[config.mk]
export PLATFORM = sky130hd
export DESIGN_NAME = synaptic_integrator
export DESIGN_NICKNAME = d
export VERILOG_FILES = /design/src/rtl/synaptic_integrator.sv
export SDC_FILE = /design/constraint.sdc
export NUM_CORES = 1
export LEC_CHECK = 0
export ABC_AREA = 0
export BUFFER_PORTS_ARGS = -buffer_cell sky130_fd_sc_hd__buf_2
export CAP_MARGIN = 5
export CORE_ASPECT_RATIO = 1.25
export CORE_MARGIN = 1.5
export CORE_UTILIZATION = 35
export CTS_BUF_LIST = sky130_fd_sc_hd__clkbuf_16
export DETAILED_ROUTE_END_ITERATION = 16
export GPL_ROUTABILITY_DRIVEN = 0
export GPL_TIMING_DRIVEN = 1
export PLACE_DENSITY = 0.53
export SYNTH_ARGS = -nofsm -noshare
export SYNTH_HDL_FRONTEND = slang
export SYNTH_SLANG_ARGS = --single-unit
[constraint.sdc]
create_clock -name clk -period 27.1 [get_ports clk]
set_clock_uncertainty 0.2 [all_clocks]
set_input_delay 1.355 -clock clk [delete_from_list [all_inputs] [get_ports clk]]
set_output_delay 1.355 -clock clk [all_outputs]
set_load 0.01 [all_outputs]
[src/rtl/synaptic_integrator.sv]
// Event-driven FP16 synaptic current integrator feeding the LIF neuron.
// Optional macro SYN_CLAMP_EN: saturate an overflowing accumulator to +/-65504 instead of Inf.
module synaptic_integrator #(
    parameter int N_PRE      = 16,
    parameter int ADDR_W     = 4,
    parameter int FIFO_DEPTH = 8
) (
    input  logic              clk,
    input  logic              reset,
    input  logic              spike_valid,
    input  logic [ADDR_W-1:0] spike_addr,
    output logic              spike_ready,
    input  logic              step,
    input  logic              w_we,
    input  logic [ADDR_W-1:0] w_addr,
    input  logic [15:0]       w_data,
    output logic [15:0]       input_current,
    output logic              current_valid,
    output logic              busy
);

    localparam int DATA_W = 16;
    localparam int PTR_W  = $clog2(FIFO_DEPTH);

    typedef enum logic [1:0] {IDLE, FETCH, ADD, EMIT} state_t;

    state_t              state;
    logic [PTR_W:0]      wr_ptr, rd_ptr;
    logic [ADDR_W-1:0]   fifo_mem [FIFO_DEPTH];
    logic [DATA_W-1:0]   w_mem [N_PRE];
    logic [DATA_W-1:0]   weight_p1;
    logic [DATA_W-1:0]   w_reg;
    logic [DATA_W-1:0]   acc;
    logic                step_pending;
    logic                fifo_empty, fifo_full, push, pop;
    logic [ADDR_W-1:0]   head_addr;

    // FP16 add, round-to-nearest-even; subnormals kept, NaN canonicalised.
    function automatic logic [15:0] float_add(input logic [15:0] a, input logic [15:0] b);
        logic [15:0] x, y;
        logic [6:0]  ex, ey, e, d;
        logic [13:0] mx, my, shifted;
        logic [14:0] sum;
        logic        sticky, rnd;
        logic [11:0] mr;
        if ((&a[14:10]) && (|a[9:0])) return 16'h7E00;
        if ((&b[14:10]) && (|b[9:0])) return 16'h7E00;
        if (&a[14:10]) begin
            if ((&b[14:10]) && (a[15] != b[15])) return 16'h7E00;
            return a;
        end
        if (&b[14:10]) return b;
        if (a[14:0] >= b[14:0]) begin
            x = a;
            y = b;
        end else begin
            x = b;
            y = a;
        end
        ex = (x[14:10] == 5'd0) ? 7'd1 : {2'b00, x[14:10]};
        ey = (y[14:10] == 5'd0) ? 7'd1 : {2'b00, y[14:10]};
        mx = {(x[14:10] != 5'd0), x[9:0], 3'b000};
        my = {(y[14:10] != 5'd0), y[9:0], 3'b000};
        d  = ex - ey;
        if (d > 7'd13) begin
            shifted = 14'd0;
            sticky  = |my;
        end else begin
            shifted = my >> d;
            sticky  = |(my & ((14'd1 << d) - 14'd1));
        end
        shifted[0] = shifted[0] | sticky;
        e = ex;
        if (x[15] == y[15]) begin
            sum = {1'b0, mx} + {1'b0, shifted};
            if (sum[14]) begin
                sum = {1'b0, sum[14:2], sum[1] | sum[0]};
                e   = e + 7'd1;
            end
        end else begin
            sum = {1'b0, mx} - {1'b0, shifted};
            if (sum == 15'd0) return 16'h0000;
            for (int i = 0; i < 14; i++) begin
                if (!sum[13] && (e > 7'd1)) begin
                    sum = sum << 1;
                    e   = e - 7'd1;
                end
            end
        end
        rnd = sum[2] && (sum[1] || sum[0] || sum[3]);
        mr  = {1'b0, sum[13:3]} + {11'd0, rnd};
        if (mr[11]) begin
            mr = mr >> 1;
            e  = e + 7'd1;
        end
        if (e >= 7'd31) return {x[15], 5'h1F, 10'h000};
        return {x[15], (mr[10] ? e[4:0] : 5'd0), mr[9:0]};
    endfunction

    function automatic logic [15:0] saturate(input logic [15:0] r);
`ifdef SYN_CLAMP_EN
        if (r[14:10] == 5'h1F) return r[15] ? 16'hFBFF : 16'h7BFF;
`endif
        return r;
    endfunction

    assign fifo_empty  = (wr_ptr == rd_ptr);
    assign fifo_full   = (wr_ptr[PTR_W] != rd_ptr[PTR_W]) &&
                         (wr_ptr[PTR_W-1:0] == rd_ptr[PTR_W-1:0]);
    assign spike_ready = !fifo_full && !step_pending && reset;
    assign push        = spike_valid && spike_ready;
    assign pop         = (state == IDLE) && !fifo_empty;
    assign head_addr   = fifo_mem[rd_ptr[PTR_W-1:0]];
    assign busy        = (state != IDLE) || !fifo_empty || step_pending;

    // Storage: event queue, weight memory and its read port hold no reset.
    always_ff @(posedge clk) begin
        if (push) fifo_mem[wr_ptr[PTR_W-1:0]] <= spike_addr;
        if (w_we) w_mem[w_addr] <= w_data;
        if (pop) weight_p1 <= w_mem[head_addr];
        if (state == FETCH) w_reg <= weight_p1;
    end

    // Control FSM and accumulator.
    always_ff @(posedge clk) begin
        if (!reset) begin
            state         <= IDLE;
            wr_ptr        <= '0;
            rd_ptr        <= '0;
            step_pending  <= 1'b0;
            acc           <= 16'h0000;
            input_current <= 16'h0000;
            current_valid <= 1'b0;
        end else begin
            current_valid <= 1'b0;
            if (push) wr_ptr <= wr_ptr + 1'b1;
            if (step) step_pending <= 1'b1;
            case (state)
                IDLE: begin
                    if (step_pending && fifo_empty) begin
                        state <= EMIT;
                    end else if (!fifo_empty) begin
                        rd_ptr <= rd_ptr + 1'b1;
                        state  <= FETCH;
                    end
                end
                FETCH: state <= ADD;
                ADD: begin
                    acc   <= saturate(float_add(acc, w_reg));
                    state <= IDLE;
                end
                EMIT: begin
                    input_current <= acc;
                    current_valid <= 1'b1;
                    acc           <= 16'h0000;
                    step_pending  <= 1'b0;
                    state         <= IDLE;
                end
                default: state <= IDLE;
            endcase
        end
    end

endmodule
=== Word level (Yosys, flattened, before mapping) ===
Memories as Yosys holds them, arrays and structs flattened. A register that Yosys moved wholly into a read port is not among the register bits.
Index checks and enable logic that the tools add are counted.

* Memories: 2
* RAM bits: 288
* Output and inout bits: 19
* Register bits: 60

{| class="wikitable"
|+ Memory list
! name !! words !! width !! read ports !! clocked after memory_dff !! wr ports !! line !! RTL
|-
| w_mem || 16 || 16 || 1 || 1 || 1 || 30 || <nowiki>logic [DATA_W-1:0] w_mem [N_PRE];</nowiki>
|-
| fifo_mem || 8 || 4 || 1 || 1 || 1 || 29 || <nowiki>logic [ADDR_W-1:0] fifo_mem [FIFO_DEPTH];</nowiki>
|}

* Reduce and logical (&&, ||, !) cells: 62
* Shift-type cells: 2
* Multiplexer cells: 380
* Order comparisons: 17
* Eq/ne operators: 9
* Add/sub/neg operators: 23
* Bitwise operators: 6

{| class="wikitable"
|+ Operators by type and width
! kind !! number
|-
| 14-bit two-way mux || 134
|-
| 7-bit two-way mux || 134
|-
| 16-bit two-way mux || 34
|-
| 7-bit by 1-bit greater-than comparator with 1-bit output (second input constant) || 13
|-
| 7-bit by 1-bit subtractor with 7-bit output (second input constant) || 13
|-
| 11-bit two-way mux || 8
|-
| 1-bit two-way mux || 60
|-
| 16-bit case mux with 2 select lines || 1
|-
| 1-bit logical AND || 24
|-
| 10-bit OR reduction || 2
|-
| 1-bit zero test || 17
|-
| 14-bit by 14-bit adder with 15-bit output || 1
|-
| 15-bit >= comparator || 1
|-
| 15-bit zero test || 1
|-
| 5-bit two-way mux || 3
|-
| 14-bit by 14-bit subtractor with 15-bit output || 1
|-
| 14-bit bitwise AND || 1
|-
| 14-bit OR reduction || 1
|-
| 1-bit by 7-bit left shift with 14-bit output (first input constant) || 1
|-
| 14-bit by 7-bit >> shifter with 14-bit output || 1
|-
| 14-bit by 1-bit subtractor with 14-bit output (second input constant) || 1
|-
| 11-bit by 1-bit adder with 12-bit output || 1
|-
| 11-bit OR reduction || 1
|-
| 5-bit zero test || 2
|-
| other kinds (28) || 43
|}

=== Longest topological paths before layout ===
* Depth in word-level cells: 227
* Gate-level depth with buffers: 142
* Depth with buffers taken out: 120

=== Worst setup path after synthesis ===
No wires, ideal clock.

* Path type: reg2reg
* Start: register w_reg[8]
* End: register acc[14]
* Buffers on the path: 25
* Data required time: 26.778 ns
* Stages on the path, launching flop included: 138
* Path slack: -1.866 ns
* Data arrival time: 28.645 ns
* Cell sequence: edfxtp_1 > inv_1 > ha_1 > a211oi_1 > nor2_1 > a2111o_1 > a211o_1 > buf_6 > buf_6 > clkbuf_1 > nand2_1 > a21boi_1 > inv_1 > ha_1 > o211ai_1 > a21oi_1 > nand3_1 > mux2_1 > [102 not listed] > mux2_2 > ha_1 > a31oi_1 > a2111o_1 > buf_4 > nand3_1 > a31oi_2 > inv_2 > ha_1 > nand2_1 > nor2_1 > a21oi_1 > o31ai_1 > nor4bb_1 > a41oi_1 > o21a_1 > o21ai_1 > a221o_1

* Word-level cells in the longest chain between the ends: 206
* Elaborated cells on any way between the ends: 431
* Classes of those cells: 21 x add/sub; 17 x order compare; 1 x eq/ne; 2 x shift; 347 x mux; 3 x bitwise; 40 x reduce/logical

{| class="wikitable"
|+ Ends and longest elaborated chain
! element !! line !! RTL
|-
| start, declared || 32 || <nowiki>logic [DATA_W-1:0] w_reg;</nowiki>
|-
| start signal, assigned || 121 || <nowiki>if (state == FETCH) w_reg <= weight_p1;</nowiki>
|-
| 15-bit >= comparator || 53 || <nowiki>if (a[14:0] >= b[14:0]) begin</nowiki>
|-
| 16-bit two-way mux (2 in series) || 53 ||
|-
| 16-bit two-way mux || 52 || <nowiki>if (&b[14:10]) return b;</nowiki>
|-
| 16-bit two-way mux || 48 || <nowiki>if (&a[14:10]) begin</nowiki>
|-
| 16-bit two-way mux || 47 || <nowiki>if ((&b[14:10]) && (|b[9:0])) return 16'h7E00;</nowiki>
|-
| 16-bit two-way mux || 138 || <nowiki>case (state)</nowiki>
|-
| 16-bit two-way mux || 126 || <nowiki>if (!reset) begin</nowiki>
|-
| 5-bit zero test (on tied branches) || 60, 61 ||
|-
| [189 not listed] || n/a ||
|-
| 1-bit two-way mux || 126 ||
|-
| 16-bit two-way mux || 97 || <nowiki>return {x[15], (mr[10] ? e[4:0] : 5'd0), mr[9:0]};</nowiki>
|-
| 16-bit two-way mux || 90 || <nowiki>rnd = sum[2] && (sum[1] || sum[0] || sum[3]);</nowiki>
|-
| 16-bit two-way mux || 53 ||
|-
| 16-bit two-way mux || 52 ||
|-
| 16-bit two-way mux * || 48 ||
|-
| 16-bit two-way mux * || 47 ||
|-
| 16-bit case mux with 2 select lines * || 138 ||
|-
| end signal, assigned || 149 || <nowiki>acc <= saturate(float_add(acc, w_reg));</nowiki>
|-
| end, declared || 33 || <nowiki>logic [DATA_W-1:0] acc;</nowiki>
|}

Every way passes the cells marked *; elsewhere a longest branch is shown, timed or not. The select of a mux whose other input is x is not followed.
A chain may end at the register's enable or synchronous reset.

=== Final worst setup path ===
* Start: register acc[4]
* End: register acc[11]

* Word-level cells in the longest chain between the ends: 206
* Elaborated cells on any way between the ends: 422
* Classes of those cells: 21 x add/sub; 17 x order compare; 1 x eq/ne; 2 x shift; 338 x mux; 3 x bitwise; 40 x reduce/logical

{| class="wikitable"
|+ Ends and longest elaborated chain
! element !! line
|-
| 15-bit >= comparator || 53
|-
| 16-bit two-way mux (2 in series) || 53
|-
| 16-bit two-way mux || 52
|-
| 16-bit two-way mux || 48
|-
| 16-bit two-way mux || 47
|-
| 16-bit two-way mux || 138
|-
| 16-bit two-way mux || 126
|-
| 5-bit zero test (on tied branches) || 60, 61
|-
| [189 not listed] || n/a
|-
| 1-bit two-way mux || 126
|-
| 16-bit two-way mux || 97
|-
| 16-bit two-way mux || 90
|-
| 16-bit two-way mux || 53
|-
| 16-bit two-way mux || 52
|-
| 16-bit two-way mux || 48
|-
| 16-bit two-way mux * || 47
|-
| 16-bit case mux with 2 select lines * || 138
|}

Marked as above.

==> results.toml <==
[outcome]
outcome = "complete, no violations"

[sta]
layout_min_cycle_time_ns = 25.30
setup-tns-final_ns = 0
setup_viol = 0
fmax_mhz = 39.5
slew_headroom = 0.229
hold_violations = 0
drv_slew = 0
finalCritPeriodShare = 0.933
fin_hold_ws_ns = 0.206
worst_pin_slew_ns = 1.15

[clock_tree]
clk_pin_slew_ns = 0.07
cts_htree_levels = 2
cts-root-buf = "clkbuf_16"
cts_made_buffers = 34
clkSinkCount = 367
cts_tree = "yes"
cts_buffer_depth = 3
clkLatencyLatePin_ns = 0.53

[layout]
largest_reg_flops = 256
final_area_sq_um = 29200
syn_to_final_growth_pct = 11.2
nNetsFinal = 2810
layout-drive-gt1-share = 0.154
largest_register = "w_mem"
fin_util = 0.392

[floorplanning]
die_h_um = 309
io_pins = 48
die-area_sq_um = 76700
fp.dieW_um = 248
initial_core_util = 0.353
num_rows = 112
core_sq_um = 74400

[setup_path]
slowest_stage = "fa_2"
rrSetupSlack_ns = 1.80
r2r-end = "acc[11]"
cp.arrival_ns = 25.51
cp-start-kind = "register"
max_stage_delay_ns = 0.74
crit_top_cell = "ha_1"
worstPathMaxFanout = 23
setup.worst_path.end = "acc[11]"
critPathCaptureType = "register"
cp.required_ns = 27.32
rr_startpoint = "acc[4]"
r2r_cells = 113
critPathKind = "register to register"
critPathLaunch = "acc[4]"

[drt]
vias = 21800
post_drt_via_cell_ratio = 5.90
dr.max_layer_used = "met5"
met3_length_um = 3530
drtPass1Iterations = 5
wl_met1_um = 31600
first_iter_violations = 1617
ant_nets = 0
wl_met2_um = 39900
wl_um = 78000
wire_per_inst_um = 21.1
drc = 0

[grt]
grt_max_degree = 67
grt_overflow = 0
grt_pass1_vias = 21100
grt_pass1_wl_um = 121000
antenna_found_initial = 4
grtUsageTotal = 0.199

[placement]
place_area_sq_um = 27800
port-buffer-count = 47
dp_hpwl_um = 56700

[logic_synthesis]
synth_commonest_cells = "edfxtp_1, nand2_1, nor2_1"
synth_cell_type_count = 133
synth_most_common_cell = "edfxtp_1"
ys_seq_area_frac = 0.402
yosysTopAreaCellShare = 0.366
yosys_warnings = 0
avgSynthCellArea_sq_um = 9.84
ys_seq_elements = 367
synth_largest_area_cell = "edfxtp_1"
synthTopCellsByArea = "edfxtp_1, mux2i_1, nand2_1, ha_1, dfxtp_1"
synth_ff_type = "edfxtp_1"
syn_area_sq_um = 26300
synthArstFlopShare = 0
syn-instance-count = 2667
synth_nets = 2775
synth_edf_count = 320

[job]
maxCapViolations = 0

[hold_path]
hold_path_class = "register to register"
==> critical path, delay by kind of cell, from the launching register on <==
kind,cells,cell delay (ns)
multiplexers,6,1.88
adder cells (fa/ha/maj),16,4.41
buffers and inverters,13,1.68
XOR/XNOR,4,0.91
AO/OA/AOI/OAI,40,9.21
AND/OR/NAND/NOR,34,6.25
flip-flops,1,0.56
==> stage by stage <==
step | std cells | setup WS (ns)
global placement | 3616 | 0.185
CTS | 3680 | 0.0875
global route | 3693 | -0.0612
detailed placement | 3616 | -0.472
floorplan | 2667 | 0.0540
finish | 3694 | 1.80
==> worst min-delay path by stage <==
| stage | startpoint | endpoint | cells after the start |
|---|---|---|---|
| 2_1_floorplan | weight_p1[0] | w_reg[0] | 0 |
| 3_3_place_gp | weight_p1[2] | w_reg[2] | 0 |
| 3_5_place_dp | weight_p1[13] | w_reg[13] | 0 |
| 4_1_cts | weight_p1[2] | w_reg[2] | 0 |
| 5_1_grt | weight_p1[2] | w_reg[2] | 0 |
| 6_report | weight_p1[2] | w_reg[2] | 0 |
==> cells in the final DEF (no fill, tap or decap), types with 19 or more instances in the layout <==
cell,netlist,routed
and3_1,24,24
edfxtp_1,320,320
a211oi_1,82,81
nor3_1,65,59
nor2_1,213,198
o21ai_0,99,98
or2_2,22,22
a21oi_1,135,133
mux2i_1,183,178
o21a_1,20,20
xnor2_1,53,47
a22o_1,22,22
buf_2,29,47
nand3_1,68,68
and2_1,61,61
nand2_1,266,261
mux4_2,28,28
nand4_1,41,41
dfxtp_1,47,46
a21o_1,26,26
a31oi_1,50,46
xor2_1,20,19
inv_1,79,86
mux2_2,31,31
ha_1,77,75
clkbuf_16,0,34
a311oi_1,23,23
o211ai_1,33,33
buf_4,18,100
nand2b_1,23,22
==> kinds of logic (layout without fill, tap and decap cells) <==
group,count (synthesis),in the layout,share of synthesized area
other cells,0,1,0
simple gates,898,898,0.167
compound gates,767,768,0.219
flops,367,367,0.402
mux,247,247,0.109
buf+inv,235,291,0.0392
xor+xnor,74,74,0.0250
fa+ha+maj,79,79,0.0382
==> final cells by class <==
class / instances / area, sq um
fillers: 7231 / 45200
multi-input cells: 2066 / 15100
flip-flops and latches: 367 / 10600
well taps: 969 / 1210
repair buffers: 147 / 986
clock buffers: 34 / 851
inverters: 86 / 327
clock inverters: 24 / 151
diodes: 1 / 2.50
==> layer usage <==
metal,vias up,GRT usage
li1,10400,-
met1,10700,0.236
met2,581,0.357
met3,153,0.0269
met4,8,0.0792
met5,-,0
==> what timing repair did <==
| action | in CTS | in global routing |
|---|---|---|
| hold buffers | 0 | 0 |
| setup buffers | 5 | 13 |
| cloned | 1 | 0 |
| endpoints found under the setup margin | 15 | 15 |
| pin swaps | 3 | 7 |
| resized for setup | 7 | 46 |
| endpoints found under the hold margin | 0 | 0 |
Power is left out: the tool's default activity adds up to more than one toggle a clock period on the data nets, which glitch-free logic cannot reach.
